`config.mk`:
```
export PLATFORM = sky130hd
export DESIGN_NAME = instr_fetch
export DESIGN_NICKNAME = d
export VERILOG_FILES = /design/src/rtl/mips_pkg.sv /design/src/rtl/next_pc_calc.sv /design/src/rtl/instr_fetch.sv
export SDC_FILE = /design/constraint.sdc
export NUM_CORES = 1
export LEC_CHECK = 0
export ABC_AREA = 1
export CELL_PAD_IN_SITES_DETAIL_PLACEMENT = 2
export CELL_PAD_IN_SITES_GLOBAL_PLACEMENT = 2
export CORE_MARGIN = 2
export CORE_UTILIZATION = 29
export CTS_CLUSTER_SIZE = 12
export DETAILED_ROUTE_END_ITERATION = 8
export PLACE_DENSITY_LB_ADDON = 0.1
export SYNTH_ARGS = -nofsm -noshare
export SYNTH_HDL_FRONTEND = slang
export SYNTH_SLANG_ARGS = --single-unit
```
`constraint.sdc`:
```
create_clock -name clk -period 3.6 [get_ports clk]
set_input_delay 0.54 -clock clk [delete_from_list [all_inputs] [get_ports clk]]
set_output_delay 0.54 -clock clk [all_outputs]
set_load 0.02 [all_outputs]
```
`src/rtl/mips_pkg.sv`:
```
// Shared MIPS constants, fetch FSM encoding and target helpers.
// Imported by the fetch stage and its next-PC sub-block.
package mips_pkg;

    localparam logic [5:0]  OP_RTYPE  = 6'h0;
    localparam logic [5:0]  OP_J      = 6'h2;
    localparam logic [5:0]  OP_BEQ    = 6'h4;
    localparam logic [5:0]  OP_BNE    = 6'h5;
    localparam logic [31:0] NOP_INSTR = 32'h0000_0000;

    typedef enum logic {
        RUN,
        DRAIN
    } fetch_state_t;

    function automatic logic [31:0] jump_target(
        input logic [31:0] pc4,
        input logic [25:0] idx
    );
        return {pc4[31:28], idx, 2'b00};
    endfunction

    function automatic logic [31:0] branch_target(
        input logic [31:0] pc4,
        input logic [15:0] imm
    );
        return pc4 + {{14{imm[15]}}, imm, 2'b00};
    endfunction

endpackage

```
`src/rtl/next_pc_calc.sv`:
```
// Resolves branch/jump redirect and its target from downstream controls.
// Jump wins over a taken branch when both are present.
module next_pc_calc
    import mips_pkg::*;
(
    input  logic        ex_valid,
    input  logic        jump,
    input  logic        beq,
    input  logic        bne,
    input  logic        alu_zero,
    input  logic [31:0] br_pc4,
    input  logic [15:0] br_imm,
    input  logic [25:0] j_idx,
    output logic        redirect,
    output logic [31:0] target
);

    logic take_br;

    always_comb begin
        take_br  = (beq & alu_zero) | (bne & ~alu_zero);
        redirect = ex_valid & (jump | take_br);
        target   = jump ? jump_target(br_pc4, j_idx)
                        : branch_target(br_pc4, br_imm);
    end

endmodule

```
`src/rtl/instr_fetch.sv`:
```
// Fetch stage: PC, imem req/ack handshake, one-entry skid and IF/ID register.
// Define FETCH_BUBBLE_NOP_EN to force ifid_instr to NOP while ifid_valid=0.
module instr_fetch
    import mips_pkg::*;
#(
    parameter logic [31:0] RESET_PC = 32'h0000_0000
)(
    input  logic        clk,
    input  logic        rst,
    output logic        imem_req,
    output logic [31:0] imem_addr,
    input  logic        imem_ack,
    input  logic [31:0] imem_rdata,
    input  logic        stall,
    input  logic        ex_valid,
    input  logic        jump,
    input  logic        beq,
    input  logic        bne,
    input  logic        alu_zero,
    input  logic [31:0] br_pc4,
    input  logic [15:0] br_imm,
    input  logic [25:0] j_idx,
    output logic [31:0] pc,
    output logic        ifid_valid,
    output logic [31:0] ifid_instr,
    output logic [31:0] ifid_pc4
);

`ifdef FETCH_BUBBLE_NOP_EN
    localparam bit BUBBLE_NOP = 1'b1;
`else
    localparam bit BUBBLE_NOP = 1'b0;
`endif

    fetch_state_t state;
    fetch_state_t state_nxt;

    logic        active;
    logic [31:0] drain_addr;
    logic        skid_valid;
    logic [31:0] skid_instr;
    logic [31:0] skid_pc4;
    logic        redirect;
    logic [31:0] target;
    logic        accept;
    logic [31:0] pc_seq;

    next_pc_calc u_next_pc (
        .ex_valid (ex_valid),
        .jump     (jump),
        .beq      (beq),
        .bne      (bne),
        .alu_zero (alu_zero),
        .br_pc4   (br_pc4),
        .br_imm   (br_imm),
        .j_idx    (j_idx),
        .redirect (redirect),
        .target   (target)
    );

    assign pc_seq = pc + 32'd4;

    always_ff @(posedge clk) begin
        if (rst) begin
            state <= RUN;
        end else begin
            state <= state_nxt;
        end
    end

    // Request is held at the orphaned address in DRAIN until memory answers.
    always_comb begin
        state_nxt = state;
        imem_req  = 1'b0;
        imem_addr = pc;
        accept    = 1'b0;
        unique case (state)
            RUN: begin
                imem_req = active & ~skid_valid;
                accept   = imem_req & imem_ack;
                if (redirect && imem_req && !imem_ack) begin
                    state_nxt = DRAIN;
                end
            end
            DRAIN: begin
                imem_req  = 1'b1;
                imem_addr = drain_addr;
                if (imem_ack) begin
                    state_nxt = RUN;
                end
            end
            default: state_nxt = RUN;
        endcase
    end

    always_ff @(posedge clk) begin
        if (rst) begin
            active     <= 1'b0;
            pc         <= RESET_PC;
            drain_addr <= RESET_PC;
            skid_valid <= 1'b0;
            skid_instr <= 32'h0;
            skid_pc4   <= 32'h0;
            ifid_valid <= 1'b0;
            ifid_instr <= NOP_INSTR;
            ifid_pc4   <= 32'h0;
        end else begin
            active <= 1'b1;
            if (state == RUN && state_nxt == DRAIN) begin
                drain_addr <= pc;
            end
            if (redirect) begin
                pc         <= target;
                ifid_valid <= 1'b0;
                skid_valid <= 1'b0;
                if (BUBBLE_NOP) ifid_instr <= NOP_INSTR;
            end else if (state == RUN) begin
                if (accept) pc <= pc_seq;
                // A full skid means no request is out, so no accept here.
                if (skid_valid) begin
                    if (!stall) begin
                        ifid_valid <= 1'b1;
                        ifid_instr <= skid_instr;
                        ifid_pc4   <= skid_pc4;
                        skid_valid <= 1'b0;
                    end
                end else if (accept) begin
                    if (!ifid_valid || !stall) begin
                        ifid_valid <= 1'b1;
                        ifid_instr <= imem_rdata;
                        ifid_pc4   <= pc_seq;
                    end else begin
                        skid_valid <= 1'b1;
                        skid_instr <= imem_rdata;
                        skid_pc4   <= pc_seq;
                    end
                end else if (!stall) begin
                    ifid_valid <= 1'b0;
                    if (BUBBLE_NOP) ifid_instr <= NOP_INSTR;
                end
            end
        end
    end

endmodule

```
==> flow_metrics.env, run 1 <==
export IMPL_synth_area_leaders="dfxtp_1, nand2_1, o21ai_0, a21oi_1, inv_1"
export IMPL_final_util_pct=38.7
export IMPL_cts_sinks=196
export IMPL_max_cap_violations=0
export IMPL_fp_dieH_um=200
export IMPL_min_period_over_period_pct=86.5
export IMPL_critPathMaxFanout=25
export IMPL_final_cell_mix="nand2_1, clkdlybuf4s50_1, inv_1"
export IMPL_hold_start="drain_addr[0]"
export IMPL_clockRootBuffer="clkbuf_16"
export IMPL_critPathKind="register to output port"
export IMPL_insertion_delay_ps=460
export IMPL_cpPeakStageDelay_ps=690
export IMPL_syn_inst=1726
export IMPL_synth_edff_count=0
export IMPL_track_usage_pct=23.6
export IMPL_ys_dominant_reg_cell="dfxtp_1"
export IMPL_met2_length_um=23300
export IMPL_synth_top_area_cell="dfxtp_1"
export IMPL_die_area_sq_um=40100
export IMPL_clock_fmax_mhz=321
export IMPL_grt_pass1_wl_um=74600
export IMPL_synthArstFlopShare_pct=0
export IMPL_reg2reg_to="pc[21]"
export IMPL_ios=245
export IMPL_startpoint_type="register"
export IMPL_cp_top_family="buffers and inverters"
export IMPL_critPathSlowestCell="clkdlybuf4s50_1"
export IMPL_num_rows=71
export IMPL_r2r_cells=6
export IMPL_rsz0062_at_grt="false"
export IMPL_slew_headroom_pct=47.6
export IMPL_cts_tree="done"
export IMPL_fin_ws_ps=487
export IMPL_dp_hpwl_um=35500
export IMPL_cp_arrival_ps=2570
export IMPL_cts_buffer_depth=2
export IMPL_slew_viol_final=0
export IMPL_hold_path_class="register to register"
export IMPL_cts_inserted_buffers=17
export IMPL_outcome="complete, no violations"
export IMPL_skew_ps=17.0
export IMPL_wl_met3_um=1440
export IMPL_viasPerCell=4.94
export IMPL_path_clk_slew_ps=70
export IMPL_setup_viol=0
export IMPL_postCtsResizedCells=0
export IMPL_num_vias=12000
export IMPL_antenna_found_initial=0
export IMPL_yosys_warnings=0
export IMPL_drt_pass1_iter_count=5
export IMPL_leakagePower_nw=6.20
export IMPL_finalHoldViolations=0
export IMPL_hold_depth=2
export IMPL_critPathBufInv=2
export IMPL_ys_ff_latch=196
export IMPL_powerDensity_nw_per_um2=403
export IMPL_cts_hold_buffers=0
export IMPL_top_layer="met4"
export IMPL_grt_pass1_vias=12800
export IMPL_cp_required_ps=3060
export IMPL_fin_tns_setup_ps=0
export IMPL_drtIter0Drc=620
export IMPL_syn_nets=1872
export IMPL_worst_pin_slew_ps=785
export IMPL_rr_startpoint="state"
export IMPL_drcViolationCount=0
export IMPL_synth_seq_area_share_pct=35.1
export IMPL_drive_above_1_share_pct=4.68
export IMPL_wl_per_cell_um=19.4
export IMPL_hold_end="drain_addr[0]"
export IMPL_fin_crit_ps=3110
export IMPL_synth_area_sq_um=11200
export IMPL_io_buffers=244
export IMPL_start_util_pct=29.5
export IMPL_post_cts_setup_buffer_count=0
export IMPL_syn_area_per_cell_sq_um=6.48
export IMPL_synth_top_area_share_pct=35.1
export IMPL_grt_remaining_overflow=0
export IMPL_gp_congestion=0.854
export IMPL_antenna_left=0
export IMPL_fillers=4613
export IMPL_area_growth_pct=30.9
export IMPL_ctsHtreeMaxLevel=4
export IMPL_place_ws_ps=408
export IMPL_route_layer_met1_wl_um=21800
export IMPL_final_nets=2061
export IMPL_antenna_cells=0
export IMPL_fp_dieW_um=200
export IMPL_drt_total_wl_um=47200
export IMPL_synth_cell_type_count=46
export IMPL_r2r_slack_ps=860
export IMPL_grt_max_degree=152
export IMPL_critPathCaptureType="output port"
export IMPL_layout_commonest_cell="nand2_1"
export IMPL_core_sq_um=37800
export IMPL_ir_drop_mv=0.300
export IMPL_path_cells="inv_2, o21ai_0, clkdlybuf4s50_1"
[final cells by class]
class / count / area (sq um) / area share, %
Clock inverter: 12 / 179 / 1.22
Inverter: 227 / 856 / 5.85
Clock buffer: 17 / 425 / 2.91
Multi-Input combinational cell: 1210 / 5980 / 40.9
Tap cell: 511 / 639 / 4.37
Sequential cell: 196 / 3930 / 26.8
Timing Repair Buffer: 263 / 2630 / 18.0
[worst max-delay path by stage]
| stage | startpoint | to | slack, ps | cells past startpoint |
|---|---|---|---|---|
| floorplan | br_pc4[2] | pc[14] | 1410 | 11 |
| global placement | br_imm[15] | pc[31] | 490 | 14 |
| detailed placement | br_imm[15] | pc[27] | 410 | 11 |
| CTS | state | imem_addr[11] | 420 | 3 |
| global route | state | imem_addr[11] | 370 | 3 |
| finish | state | imem_addr[11] | 490 | 3 |
[metrics by stage]
stage	power [mW]	area, sq um	hold slack [ps]	std cells
final	5.90	14600	448	2436
after floorplan	3.18	11200	424	1726
after CTS	5.98	14600	452	2436
after global routing	6.20	14600	461	2436
after detailed placement	3.88	14000	440	2407
after global placement	3.85	14000	432	2407
[state kept, by name, summed over array words and instances (netlist names)]
| register | flops |
|---|---|
| skid_instr | 32 |
| ifid_pc4 | 32 |
| skid_valid | 1 |
| pc | 32 |
| ifid_valid | 1 |
| active | 1 |
| drain_addr | 32 |
| ifid_instr | 32 |
| state | 1 |
| skid_pc4 | 32 |
[routing by layer]
| metal | up-vias | GRT usage, % |
|---|---|---|
| li1 | 5925 | - |
| met1 | 5871 | 30.3 |
| met2 | 216 | 41.8 |
| met3 | 30 | 3.32 |
| met4 | 0 | 5.21 |
| met5 | - | 0 |
[Yosys cell counts, types with 2 or more instances]
| cell type | count |
|---|---|
| inv_2 | 10 |
| a21oi_1 | 183 |
| buf_2 | 31 |
| and2_1 | 3 |
| nand3b_1 | 4 |
| xor2_1 | 31 |
| nand3_1 | 40 |
| buf_1 | 5 |
| o21bai_1 | 2 |
| a31oi_1 | 44 |
| nand4_1 | 8 |
| or2_2 | 3 |
| nor2_2 | 4 |
| nor2_4 | 4 |
| clkbuf_1 | 49 |
| a22oi_1 | 5 |
| xor2_2 | 2 |
| nor3_1 | 11 |
| ha_1 | 30 |
| inv_1 | 215 |
| nor3_2 | 6 |
| o22ai_1 | 2 |
| o211ai_1 | 4 |
| o21ai_0 | 197 |
| xnor2_1 | 7 |
| dfxtp_1 | 196 |
| buf_4 | 7 |
| nand2_1 | 414 |
| a211oi_2 | 2 |
| nor2_1 | 172 |
| o21ai_1 | 20 |
[logic make-up after synthesis]
group | synth area share, %
simple gates | 24.8
compound gates | 21.9
buf+inv | 11.4
flops | 35.1
xor+xnor | 3.27
fa+ha+maj | 3.54
[power breakdown]
part | switching, mW | internal, mW | leakage [nW]
clock network | 0.928 | 1.16 | 0.288
registers | 0.121 | 2.28 | 1.60
logic | 0.850 | 0.567 | 4.31
total | 1.90 | 4.00 | 6.20
[tightest hold or removal path: stages, from the launching register on]
cell and delay [ps]:
dfxtp_1 310, inv_1 50, a21oi_1 50
No activity file was read; power rests on OpenSTA's default activity.
==> inputs of run 2 (changes only) <==
- MAX_ROUTING_LAYER: unset -> met4
==> flow_metrics.env, run 2 (synthesis results as in run 1) <==
export IMPL_ctsHtreeMaxLevel=4
export IMPL_met2_length_um=23500
export IMPL_cts_sinks=196
export IMPL_r2r_slack_ps=1020
export IMPL_clock_fmax_mhz=317
export IMPL_power_mw=5.79
export IMPL_start_util_pct=29.5
export IMPL_gp_congestion=0.862
export IMPL_slew_viol_final=0
export IMPL_drt_pass1_iter_count=5
export IMPL_num_rows=71
export IMPL_route_layer_met1_wl_um=22000
export IMPL_wl_per_cell_um=19.7
export IMPL_path_clk_slew_ps=80
export IMPL_top_layer="met4"
export IMPL_skew_ps=13.2
export IMPL_max_cap_violations=0
export IMPL_grt_remaining_overflow=0
export IMPL_startpoint_type="register"
export IMPL_io_buffers=244
export IMPL_fp_dieH_um=200
export IMPL_powerDensity_nw_per_um2=395
export IMPL_slew_headroom_pct=46.3
export IMPL_grt_pass1_vias=13200
export IMPL_antenna_found_initial=1
export IMPL_min_period_over_period_pct=87.7
export IMPL_cts_inserted_buffers=17
export IMPL_cts_tree="done"
export IMPL_cts_buffer_depth=2
export IMPL_cp_required_ps=3060
export IMPL_drt_total_wl_um=48200
export IMPL_drcViolationCount=0
export IMPL_viasPerCell=5.02
export IMPL_layout_commonest_cell="nand2_1"
export IMPL_leakagePower_nw=6.21
export IMPL_drive_above_1_share_pct=4.91
export IMPL_clockRootBuffer="clkbuf_16"
export IMPL_finalHoldViolations=0
export IMPL_critPathCaptureType="output port"
export IMPL_ios=245
export IMPL_final_nets=2067
export IMPL_fin_tns_setup_ps=0
export IMPL_outcome="complete, no violations"
export IMPL_fp_dieW_um=200
export IMPL_critPathMaxFanout=25
export IMPL_post_cts_setup_buffer_count=0
export IMPL_grt_max_degree=98
export IMPL_drtIter0Drc=476
export IMPL_cts_hold_buffers=0
export IMPL_hold_path_class="register to register"
export IMPL_core_sq_um=37800
export IMPL_setup_viol=0
export IMPL_antenna_left=0
export IMPL_wl_met3_um=1560
export IMPL_fin_crit_ps=3160
export IMPL_final_cell_mix="nand2_1, clkdlybuf4s50_1, inv_1"
export IMPL_final_util_pct=38.7
export IMPL_postCtsResizedCells=0
export IMPL_area_growth_pct=31.1
export IMPL_cp_arrival_ps=2620
export IMPL_critPathKind="register to output port"
export IMPL_die_area_sq_um=40100
export IMPL_insertion_delay_ps=460
export IMPL_rsz0062_at_grt="false"
export IMPL_grt_pass1_wl_um=76000
export IMPL_ir_drop_mv=0.333
export IMPL_fillers=4643
export IMPL_track_usage_pct=24.7
export IMPL_worst_pin_slew_ps=805
export IMPL_num_vias=12300
export IMPL_dp_hpwl_um=36100
==> run 2: cell count changes in the layout (fill, tap and decap cells not counted) <==
cell       before  now
diode_2         0    1
buf_4          15   20
clkbuf_1        0    3
clkinv_4        0    2
inv_6           3    2
bufinv_16       4    2
buf_12          4    5
==> run 2: power by group <==
group | internal, mW | switching, mW | leakage [nW] | total [mW]
Sequential | 2.28 | 0.120 | 1.60 | 2.40
Clock | 1.03 | 0.930 | 0.267 | 1.96
Combinational | 0.573 | 0.858 | 4.34 | 1.43
==> run 2: routing by layer <==
metal  up-vias  track usage (%)
met2       218             42.6
met5         -                -
met3        44             3.11
met1      6081             30.3
met4         0             7.17
li1       5943                -
==> run 2: critical path: stages, from the launching register on <==
cell	delay, ps
dfxtp_2	660
inv_2	310
o21ai_0	490
clkdlybuf4s50_1	700
==> run 2: through the flow <==
stage	setup slack [ps]	instances	area, sq um	hold slack [ps]
after floorplan	1410	1726	11200	424
after global placement	313	2413	14100	430
after detailed placement	260	2413	14100	438
after CTS	423	2444	14700	450
after global routing	379	2445	14700	474
final	442	2445	14700	450
==> run 2: worst paths after layout <==
path | endpoint | from | cells after the start
max | imem_addr[11] | state | 3
min | drain_addr[26] | drain_addr[26] | 2
max reg2reg | ifid_instr[29] | state | 8
min reg2reg | drain_addr[26] | drain_addr[26] | 2
==> run 2: area by class of cell <==
cell class                      instances  area, sq um  area share, %
Multi-Input combinational cell       1210         5980           40.8
Sequential cell                       196         3930           26.8
Timing Repair Buffer                  269         2690           18.3
Inverter                              227          856           5.84
Tap cell                              511          639           4.36
Clock buffer                           20          437           2.98
Clock inverter                         11          128          0.871
Antenna cell                            1         2.50         0.0171
